<file path="config.mk">
export PLATFORM = sky130hd
export DESIGN_NAME = enum_rr_arbiter_flat
export DESIGN_NICKNAME = d
export VERILOG_FILES = /design/src/rtl/enum_rr_arbiter_if.sv /design/src/rtl/enum_rr_arbiter.sv /design/src/flat_wrapper.sv
export SDC_FILE = /design/constraint.sdc
export NUM_CORES = 1
export LEC_CHECK = 0
export ABC_AREA = 1
export CAP_MARGIN = 20
export CORE_MARGIN = 3
export CORE_UTILIZATION = 41
export CTS_CLUSTER_DIAMETER = 50
export DETAILED_ROUTE_END_ITERATION = 8
export GPL_ROUTABILITY_DRIVEN = 0
export HOLD_SLACK_MARGIN = 0.03
export MAX_ROUTING_LAYER = met4
export PLACE_DENSITY = 0.85
export SLEW_MARGIN = 20
export SYNTH_ARGS = -nofsm -noshare
export SYNTH_HDL_FRONTEND = slang
export SYNTH_SLANG_ARGS = --single-unit
</file>
<file path="constraint.sdc">
create_clock -name clk -period 6.9 [get_ports clk]
set_input_delay 1.035 -clock clk [delete_from_list [all_inputs] [get_ports clk]]
set_output_delay 1.035 -clock clk [all_outputs]
set_load 0.005 [all_outputs]
</file>
<file path="src/rtl/enum_rr_arbiter_if.sv">
// Request/response bundle for the enum round-robin arbiter.
// The slave modport faces the arbiter; the master modport faces the requesters and sink.
interface enum_rr_arbiter_if #(
  parameter int NUM_REQ = 4,
  parameter int WIDTH   = 8
);
  localparam int SRC_W = $clog2(NUM_REQ);

  logic [NUM_REQ-1:0]       req_valid;
  logic [NUM_REQ*WIDTH-1:0] req_value;
  logic [NUM_REQ-1:0]       req_ready;
  logic                     out_valid;
  logic [WIDTH-1:0]         out_value;
  logic [SRC_W-1:0]         out_src;
  logic                     out_ready;
  logic                     err_illegal;
  logic [7:0]               err_count;

  modport slave (
    input  req_valid, req_value, out_ready,
    output req_ready, out_valid, out_value, out_src, err_illegal, err_count
  );

  modport master (
    output req_valid, req_value, out_ready,
    input  req_ready, out_valid, out_value, out_src, err_illegal, err_count
  );
endinterface

</file>
<file path="src/rtl/enum_rr_arbiter.sv">
// Round-robin arbiter feeding a one-entry output stage with enum tokens (0..2).
// Illegal encodings are consumed, dropped, flagged for one cycle and counted (saturating).
module enum_rr_arbiter #(
  parameter int NUM_REQ = 4,
  parameter int WIDTH   = 8,
  parameter int SRC_W   = $clog2(NUM_REQ)
) (
  input  logic              clk,
  input  logic              rst,
  enum_rr_arbiter_if.slave  bus
);

  typedef enum logic {EMPTY = 1'b0, FULL = 1'b1} state_t;

  state_t           state_reg, state_next;
  logic [SRC_W-1:0] ptr_reg, ptr_next;
  logic [SRC_W-1:0] src_reg, src_next;
  logic [WIDTH-1:0] value_reg, value_next;
  logic             err_reg, err_next;
  logic [7:0]       cnt_reg, cnt_next;

  logic [WIDTH-1:0] val_arr [NUM_REQ];
  logic [SRC_W-1:0] win;
  logic [WIDTH-1:0] win_value;
  logic             any_valid;
  logic             accept_en;
  logic             accept;
  logic             legal;
  logic [NUM_REQ-1:0] ready_vec;

  // Unpack the flat value bus into one word per requester.
  for (genvar gi = 0; gi < NUM_REQ; gi++) begin : g_unpack
    assign val_arr[gi] = bus.req_value[gi*WIDTH +: WIDTH];
  end

  // Rotating priority search: first valid requester at or after ptr wins.
  always_comb begin
    int idx;
    win       = ptr_reg;
    any_valid = 1'b0;
    idx       = 0;
    for (int k = 0; k < NUM_REQ; k++) begin
      idx = int'(ptr_reg) + k;
      if (idx >= NUM_REQ) idx = idx - NUM_REQ;
      if (!any_valid && bus.req_valid[SRC_W'(idx)]) begin
        any_valid = 1'b1;
        win       = SRC_W'(idx);
      end
    end
  end

  assign win_value = val_arr[win];
  assign legal     = (win_value <= WIDTH'(2));
  // A full stage can take a new token only in the cycle it is being drained.
  assign accept_en = (state_reg == EMPTY) || bus.out_ready;
  // Grant never looks at the token value, and is suppressed while in reset.
  assign accept    = !rst && accept_en && any_valid;

  // One-hot grant to the winner.
  always_comb begin
    ready_vec = '0;
    for (int k = 0; k < NUM_REQ; k++) begin
      if (accept && (win == SRC_W'(k))) ready_vec[k] = 1'b1;
    end
  end

  // Next-state: drain, refill, pointer advance and illegal-token accounting.
  always_comb begin
    state_next = state_reg;
    ptr_next   = ptr_reg;
    value_next = value_reg;
    src_next   = src_reg;
    err_next   = 1'b0;
    cnt_next   = cnt_reg;
    if ((state_reg == FULL) && bus.out_ready) state_next = EMPTY;
    if (accept) begin
      ptr_next = (win == SRC_W'(NUM_REQ - 1)) ? '0 : win + SRC_W'(1);
      if (legal) begin
        state_next = FULL;
        value_next = win_value;
        src_next   = win;
      end else begin
        err_next = 1'b1;
        if (cnt_reg != 8'hFF) cnt_next = cnt_reg + 8'd1;
      end
    end
  end

  // State and output-stage registers.
  always_ff @(posedge clk) begin
    if (rst) begin
      state_reg <= EMPTY;
      ptr_reg   <= '0;
      value_reg <= '0;
      src_reg   <= '0;
      err_reg   <= 1'b0;
      cnt_reg   <= 8'd0;
    end else begin
      state_reg <= state_next;
      ptr_reg   <= ptr_next;
      value_reg <= value_next;
      src_reg   <= src_next;
      err_reg   <= err_next;
      cnt_reg   <= cnt_next;
    end
  end

  assign bus.req_ready   = ready_vec;
  assign bus.out_valid   = (state_reg == FULL);
  assign bus.out_value   = value_reg;
  assign bus.out_src     = src_reg;
  assign bus.err_illegal = err_reg;
  assign bus.err_count   = cnt_reg;

endmodule

</file>
<file path="src/flat_wrapper.sv">
// flat-port wrapper written by rule: the top's interface ports become plain ports
module enum_rr_arbiter_flat 
#(
  parameter int NUM_REQ = 4,
  parameter int WIDTH   = 8,
  parameter int SRC_W   = $clog2(NUM_REQ)
)
  (clk, rst, bus_req_valid, bus_req_value, bus_out_ready, bus_req_ready, bus_out_valid, bus_out_value, bus_out_src, bus_err_illegal, bus_err_count);
  enum_rr_arbiter_if #(.NUM_REQ(NUM_REQ), .WIDTH(WIDTH)) bus_i ();
  input  logic clk;
  input  logic rst;
  input wire logic [$bits(bus_i.req_valid)-1:0] bus_req_valid;
  input wire logic [$bits(bus_i.req_value)-1:0] bus_req_value;
  input wire logic [$bits(bus_i.out_ready)-1:0] bus_out_ready;
  output wire logic [$bits(bus_i.req_ready)-1:0] bus_req_ready;
  output wire logic [$bits(bus_i.out_valid)-1:0] bus_out_valid;
  output wire logic [$bits(bus_i.out_value)-1:0] bus_out_value;
  output wire logic [$bits(bus_i.out_src)-1:0] bus_out_src;
  output wire logic [$bits(bus_i.err_illegal)-1:0] bus_err_illegal;
  output wire logic [$bits(bus_i.err_count)-1:0] bus_err_count;
  assign bus_i.req_valid = bus_req_valid;
  assign bus_i.req_value = bus_req_value;
  assign bus_i.out_ready = bus_out_ready;
  assign bus_req_ready = bus_i.req_ready;
  assign bus_out_valid = bus_i.out_valid;
  assign bus_out_value = bus_i.out_value;
  assign bus_out_src = bus_i.out_src;
  assign bus_err_illegal = bus_i.err_illegal;
  assign bus_err_count = bus_i.err_count;
  enum_rr_arbiter #(.NUM_REQ(NUM_REQ), .WIDTH(WIDTH), .SRC_W(SRC_W)) u_core (.clk(clk), .rst(rst), .bus(bus_i));
endmodule
</file>
## Word-level counts from Yosys, hierarchy flattened

Cells that the tools add are included.

- Input port bits: 39
- Bits in registers: 22

- Order comparisons: 10
- Bitwise logic cells: 4
- Reductions and logical operators: 19
- Equality and inequality tests: 4
- Muxes and demuxes: 36
- $add $sub $neg: 9

Operator list:

| operator | number |
|---|---|
| 2-to-1 mux 1 bit | 20 |
| 2-to-1 mux 2 bit | 9 |
| binary-select mux 8 bit (select 2 bit) | 1 |
| < comparator 2 x 4 -> 1 bit, second input constant | 4 |
| 2-to-1 mux 8 bit | 2 |
| greater-or-equal comparator 3 bit, second input constant | 4 |
| logical AND 1 bit | 10 |
| adder 8 x 1 -> 8 bit, second input constant | 1 |
| binary-select mux 1 bit (select 2 bit) | 4 |
| less-or-equal comparator 8 x 2 -> 1 bit, second input constant | 1 |
| != test 8 bit, second input constant | 1 |
| subtractor 2 x 1 -> 2 bit, second input constant | 4 |
| adder 2 x 2 -> 3 bit, second input constant | 2 |
| equality test 2 bit, second input constant | 2 |
| logical NOT 1 bit | 4 |
| adder 2 x 1 -> 3 bit, second input constant | 1 |
| greater-or-equal comparator 2 x 3 -> 1 bit, second input constant | 1 |
| NOT 1 bit | 3 |
| NOT 2 -> 3 bit | 1 |
| AND reduction 3 bit | 1 |
| adder 2 x 1 -> 2 bit, second input constant | 1 |
| equality test 2 x 1 -> 1 bit, second input constant | 1 |
| logical NOT 2 bit | 1 |
| AND reduction 2 bit | 1 |
| other kinds (2) | 2 |

## Logic depth before layout (Yosys ltp)

- Word-level depth: 22
- Mapped depth: 22

## Worst setup path before layout

Ideal clock, no wire load.

- Path type: input -> output
- From: input port bus_req_valid[1]
- To: output port bus_req_ready[0]
- Path slack: 3.448 ns
- Cell stages on the path: 9
- Path buffers: 1
- Arrival: 2.417 ns
- Required time: 5.865 ns
- Cell sequence: inv_1 -> nand2_1 -> nand2_1 -> o21ai_4 -> nor4_1 -> nor3_1 -> clkbuf_1 -> inv_1 -> nor2_1

- Cells in the longest elaborated chain, start to end: 16

RTL lines:

| item | line | text |
|---|---|---|
| start: declaration | flat_wrapper.sv:12 | `input wire logic [$bits(bus_i.req_valid)-1:0] bus_req_valid;` |
| binary-select mux 1 bit (select 2 bit) | enum_rr_arbiter.sv:45 | `if (!any_valid && bus.req_valid[SRC_W'(idx)]) begin` |
| 2-to-1 mux 1 bit (not written as such) (2 in series) | enum_rr_arbiter.sv:45 |  |
| 2-to-1 mux 1 bit | enum_rr_arbiter.sv:45 |  |
| logical NOT 1 bit | enum_rr_arbiter.sv:45 |  |
| logical AND 1 bit | enum_rr_arbiter.sv:45 |  |
| 2-to-1 mux 1 bit | enum_rr_arbiter.sv:45 |  |
| logical NOT 1 bit | enum_rr_arbiter.sv:45 |  |
| logical AND 1 bit | enum_rr_arbiter.sv:45 |  |
| 2-to-1 mux 1 bit | enum_rr_arbiter.sv:45 |  |
| logical NOT 1 bit | enum_rr_arbiter.sv:45 |  |
| logical AND 1 bit | enum_rr_arbiter.sv:45 |  |
| 2-to-1 mux 2 bit / 2-to-1 mux 1 bit (equally long branches) | enum_rr_arbiter.sv:45 |  |
| logical NOT 2 bit / logical AND 1 bit (equally long branches) | enum_rr_arbiter.sv:63, enum_rr_arbiter.sv:57 |  |
| logical AND 1 bit (*) | enum_rr_arbiter.sv:63 | `if (accept && (win == SRC_W'(k))) ready_vec[k] = 1'b1;` |
| 2-to-1 mux 1 bit (*) | enum_rr_arbiter.sv:63 |  |
| end: declaration | flat_wrapper.sv:15 | `output wire logic [$bits(bus_i.req_ready)-1:0] bus_req_ready;` |

Every way passes the cells marked *; elsewhere a longest branch is shown, timed or not. The select of a mux whose other input is x is not followed.

## Worst setup path after layout

- From: input port bus_req_valid[2]
- To: output port bus_req_ready[3]

- Cells in the longest elaborated chain, start to end: 16

RTL lines:

| item | line | text |
|---|---|---|
| binary-select mux 1 bit (select 2 bit) | enum_rr_arbiter.sv:45 |  |
| 2-to-1 mux 1 bit (not written as such) (2 in series) | enum_rr_arbiter.sv:45 |  |
| 2-to-1 mux 1 bit | enum_rr_arbiter.sv:45 |  |
| logical NOT 1 bit | enum_rr_arbiter.sv:45 |  |
| logical AND 1 bit | enum_rr_arbiter.sv:45 |  |
| 2-to-1 mux 1 bit | enum_rr_arbiter.sv:45 |  |
| logical NOT 1 bit | enum_rr_arbiter.sv:45 |  |
| logical AND 1 bit | enum_rr_arbiter.sv:45 |  |
| 2-to-1 mux 1 bit | enum_rr_arbiter.sv:45 |  |
| logical NOT 1 bit | enum_rr_arbiter.sv:45 |  |
| logical AND 1 bit | enum_rr_arbiter.sv:45 |  |
| 2-to-1 mux 2 bit (*) | enum_rr_arbiter.sv:45 |  |
| net u_core.win[0] | enum_rr_arbiter.sv:23 | `logic [SRC_W-1:0] win;` |
| equality test 2 bit (*) | enum_rr_arbiter.sv:63 |  |
| logical AND 1 bit (*) | enum_rr_arbiter.sv:63 |  |
| 2-to-1 mux 1 bit (*) | enum_rr_arbiter.sv:63 |  |

Mark *: on every way through the listed nets, which the timed path passes. The rest lies on a longest branch. The select of a mux whose other input is x is not followed.

==> summary.md <==
| Metric | Value |
|---|---|
| Most frequent cells in the layout | `nand2_1, clkdlybuf4s50_1, nand3_1` |
| Crit Path Class | `input port to output pin` |
| IO Count | `63` |
| Pwr/cell area | `roughly 400 nW/µm²` |
| Least-Margin Pin Slew | `around 0.64 ns` |
| Logic pwr share | `between 70% and 80%` |
| GRT overflow | `0` |
| Setup Skew | `0.00246 ns` |
| VDD IR-drop max | `approximately 0.21 mV` |
| Clk sinks | `22` |
| Nets | `approximately 370` |
| DR vias/cell | `approximately 5` |
| Final Setup Violations | `0` |
| Required @ worst endpoint | `5.86 ns` |
| Total net switching power | `about 0.52 mW` |
| Warnings, synthesis | `0` |
| Status | `finished, final reports clean` |
| Initial antenna violation count | `0` |
| Clock power share | `12.1%` |
| CP Capture Type | `output pin` |
| FFs w/ async S/R, synth | `0%` |
| Avg WL per Cell | `around 12 µm` |
| DRT iter0 DRCs | `about 150` |
| Port Buffer Count | `62` |
| Hold crit path type | `register to register` |
| Inst Count DP | `~380` |
| Number of max-cap violations | `0` |
| R2r setup slk | `3.87 ns` |
| Yosys cell types | `32` |
| Mapped cell area | `about 1800 µm²` |
| Min Tclk post-route | `4.48 ns` |
| Clk root buf | `clkbuf_8` |
| Fmax | `between 200 and 250 MHz` |
| Layout Cells excl Fill | `between 300 and 400` |
| Worst Setup EP | `bus_req_ready[3]` |
| CTS Buf Count | `3` |
| CP Max Fanout | `20` |
| EDFF count, synth | `0` |
| Sequential Power Share | `between 15 and 20%` |
| Tot Pwr | `about 1 mW` |
| Largest net degree at the start of global routing | `21` |
| Post-Syn Nets | `315` |
| Die Y | `72.0 µm` |
| GRT Util Overall | `between 10% and 20%` |
| Net Sw Frac | `a little over half` |
| Via count | `1938` |
| Detailed Place HPWL | `3520 µm` |
| Residual DRC count | `0` |
| Final period util | `roughly two thirds` |
| Mapped Cells | `between 200 and 300` |
| Max H-tree Level | `1` |
| Crit. Startpoint | `bus_req_valid[2]` |
| Core Rows | `23` |
| R2R Path Start | `u_core.ptr_reg[0]` |
| First-pass GRT wire length | `between 7000 and 8000 µm` |
| DIE AREA | `about 5200 µm²` |
| Initial Util | `~44%` |
| Internal power | `between 0.4 and 0.5 mW` |
| Slew margin rel. | `between 50% and 60%` |
| Top FF cell, synth | `dfxtp_1` |
| Flop and latch count out of synthesis | `22` |
| Arr. time, crit path | `about 3.5 ns` |
| TNS Setup | `0 ns` |
| Seq/Total Area, Yosys | `24.7%` |
| Post-CTS resize count | `0` |
| CTS tree | `done` |
| Worst skew pair latency | `between 0.2 and 0.3 ns` |
| Die Span X | `between 70 and 80 µm` |
| Share of post-route cells with drive strength above 1 | `under 10%` |
| Clock transition at path regs | `0.08 ns` |
| Detailed Route WL | `between 4000 and 5000 µm` |
| Fin. max-slew vios | `0` |
| Reg-to-Reg End | `u_core.bus.err_count[7]` |
| Postcts setup bufs | `0` |
| Syn_area_per_cell | `roughly 6.6 µm²` |
| Diode count | `0` |
| Core ar. | `a little over 4000 µm²` |
| Commonest non-fill, non-tap cell in the layout | `nand2_1` |
| Fin. Hold Viols | `0` |
| Vias in the first global route | `1801` |
| Unrepaired setup endpoints after global routing | `false` |
| Fill count | `380` |
| CTS Hold Buffers Added | `0` |
| Routed Antenna Nets | `0` |
| Maximum clock path buffer count | `2` |
| Drt pass-1 iters | `4` |
| Leakage | `between 1 and 1.5 nW` |
| R2R depth | `18` |
| Crit start category | `input port` |
| Syn-to-layout area delta | `39.1%` |
-- metal layers --
| layer | up-vias | GRT usage [%] | part of all wire (%) |
|---|---|---|---|
| met5 | - | - | 0 |
| met4 | 0 | 3.97 | 0.92 |
| met3 | 6 | 3.32 | 6.0 |
| met2 | 64 | 30.6 | 50 |
| met1 | 878 | 23.5 | 43 |
| li1 | 990 | - | - |
-- power by group through the flow --
stage          sequential (mW)  clock [mW]  combinational, mW
5_1_grt                  0.168       0.128              0.795
2_1_floorplan            0.155           0              0.580
6_report                 0.165       0.121              0.714
3_3_place_gp             0.168           0              0.686
3_5_place_dp             0.168           0              0.711
4_1_cts                  0.165       0.121              0.716
-- cell usage after synthesis (5+ instances only) --
library cell | count | area [µm²]
inv_1 | 20 | 75.1
nand2_1 | 92 | 345
nor2_1 | 19 | 71.3
nand3_1 | 42 | 210
a21oi_1 | 11 | 55.1
nand4_1 | 7 | 43.8
nand2_2 | 11 | 68.8
dfxtp_1 | 22 | 440
ha_1 | 5 | 62.6
-- worst max-delay path, cell delays in order --
cell             delay (ns)
clkdlybuf4s50_1        0.51
nand2_1                0.08
nand2_2                0.11
nand2_2                0.07
nand2_4                0.11
nand2_1                0.08
nand2_1                0.09
nand2_2                0.10
nand2_8                0.13
nand2_8                0.12
inv_1                  0.14
ha_1                   0.16
inv_1                  0.05
nor2_1                 0.11
clkdlybuf4s50_1        0.54
-- worst min-delay path by stage --
stage | startpoint | end | slack [ns] | cells past startpoint
2_1_floorplan | u_core.bus.out_value[2] | u_core.bus.out_value[2] | 0.44 | 2
3_3_place_gp | u_core.bus.out_value[3] | u_core.bus.out_value[3] | 0.43 | 2
3_5_place_dp | u_core.bus.out_value[7] | u_core.bus.out_value[7] | 0.43 | 2
4_1_cts | u_core.bus.out_value[2] | u_core.bus.out_value[2] | 0.44 | 2
5_1_grt | u_core.bus.out_value[2] | u_core.bus.out_value[2] | 0.46 | 2
6_report | u_core.bus.out_value[2] | u_core.bus.out_value[2] | 0.44 | 2
-- cell type report --
class	instances	area (µm²)	area share (%)
tap	50	62.6	2.52
timing repair buffer	63	628	25.3
multi-input combinational	217	1180	47.8
sequential	22	440	17.8
inverter	23	93.8	3.78
clock buffer	3	41.3	1.66
clock inverter	1	30.0	1.21
-- per-stage QoR --
step	hold WS (ns)	util [%]	area [µm²]	setup WS [ns]
2_1_floorplan	0.435	-	1780	3.45
3_3_place_gp	0.428	59.0	2410	2.51
3_5_place_dp	0.431	59.0	2410	2.41
4_1_cts	0.443	60.7	2480	2.41
5_1_grt	0.461	60.7	2480	2.19
6_report	0.443	60.7	2480	2.42
-- kinds of logic (layout without fill, tap and decap cells) --
kind of cell | Yosys count | in the layout | share of synthesized area [%]
AND/OR/NAND/NOR | 189 | 189 | 54.3
XOR/XNOR | 6 | 6 | 2.95
flip-flops | 22 | 22 | 24.7
buffers and inverters | 32 | 90 | 8.91
adder cells (fa/ha/maj) | 5 | 5 | 3.51
AO/OA/AOI/OAI | 17 | 17 | 5.68
(Power assumes the default switching activity.)
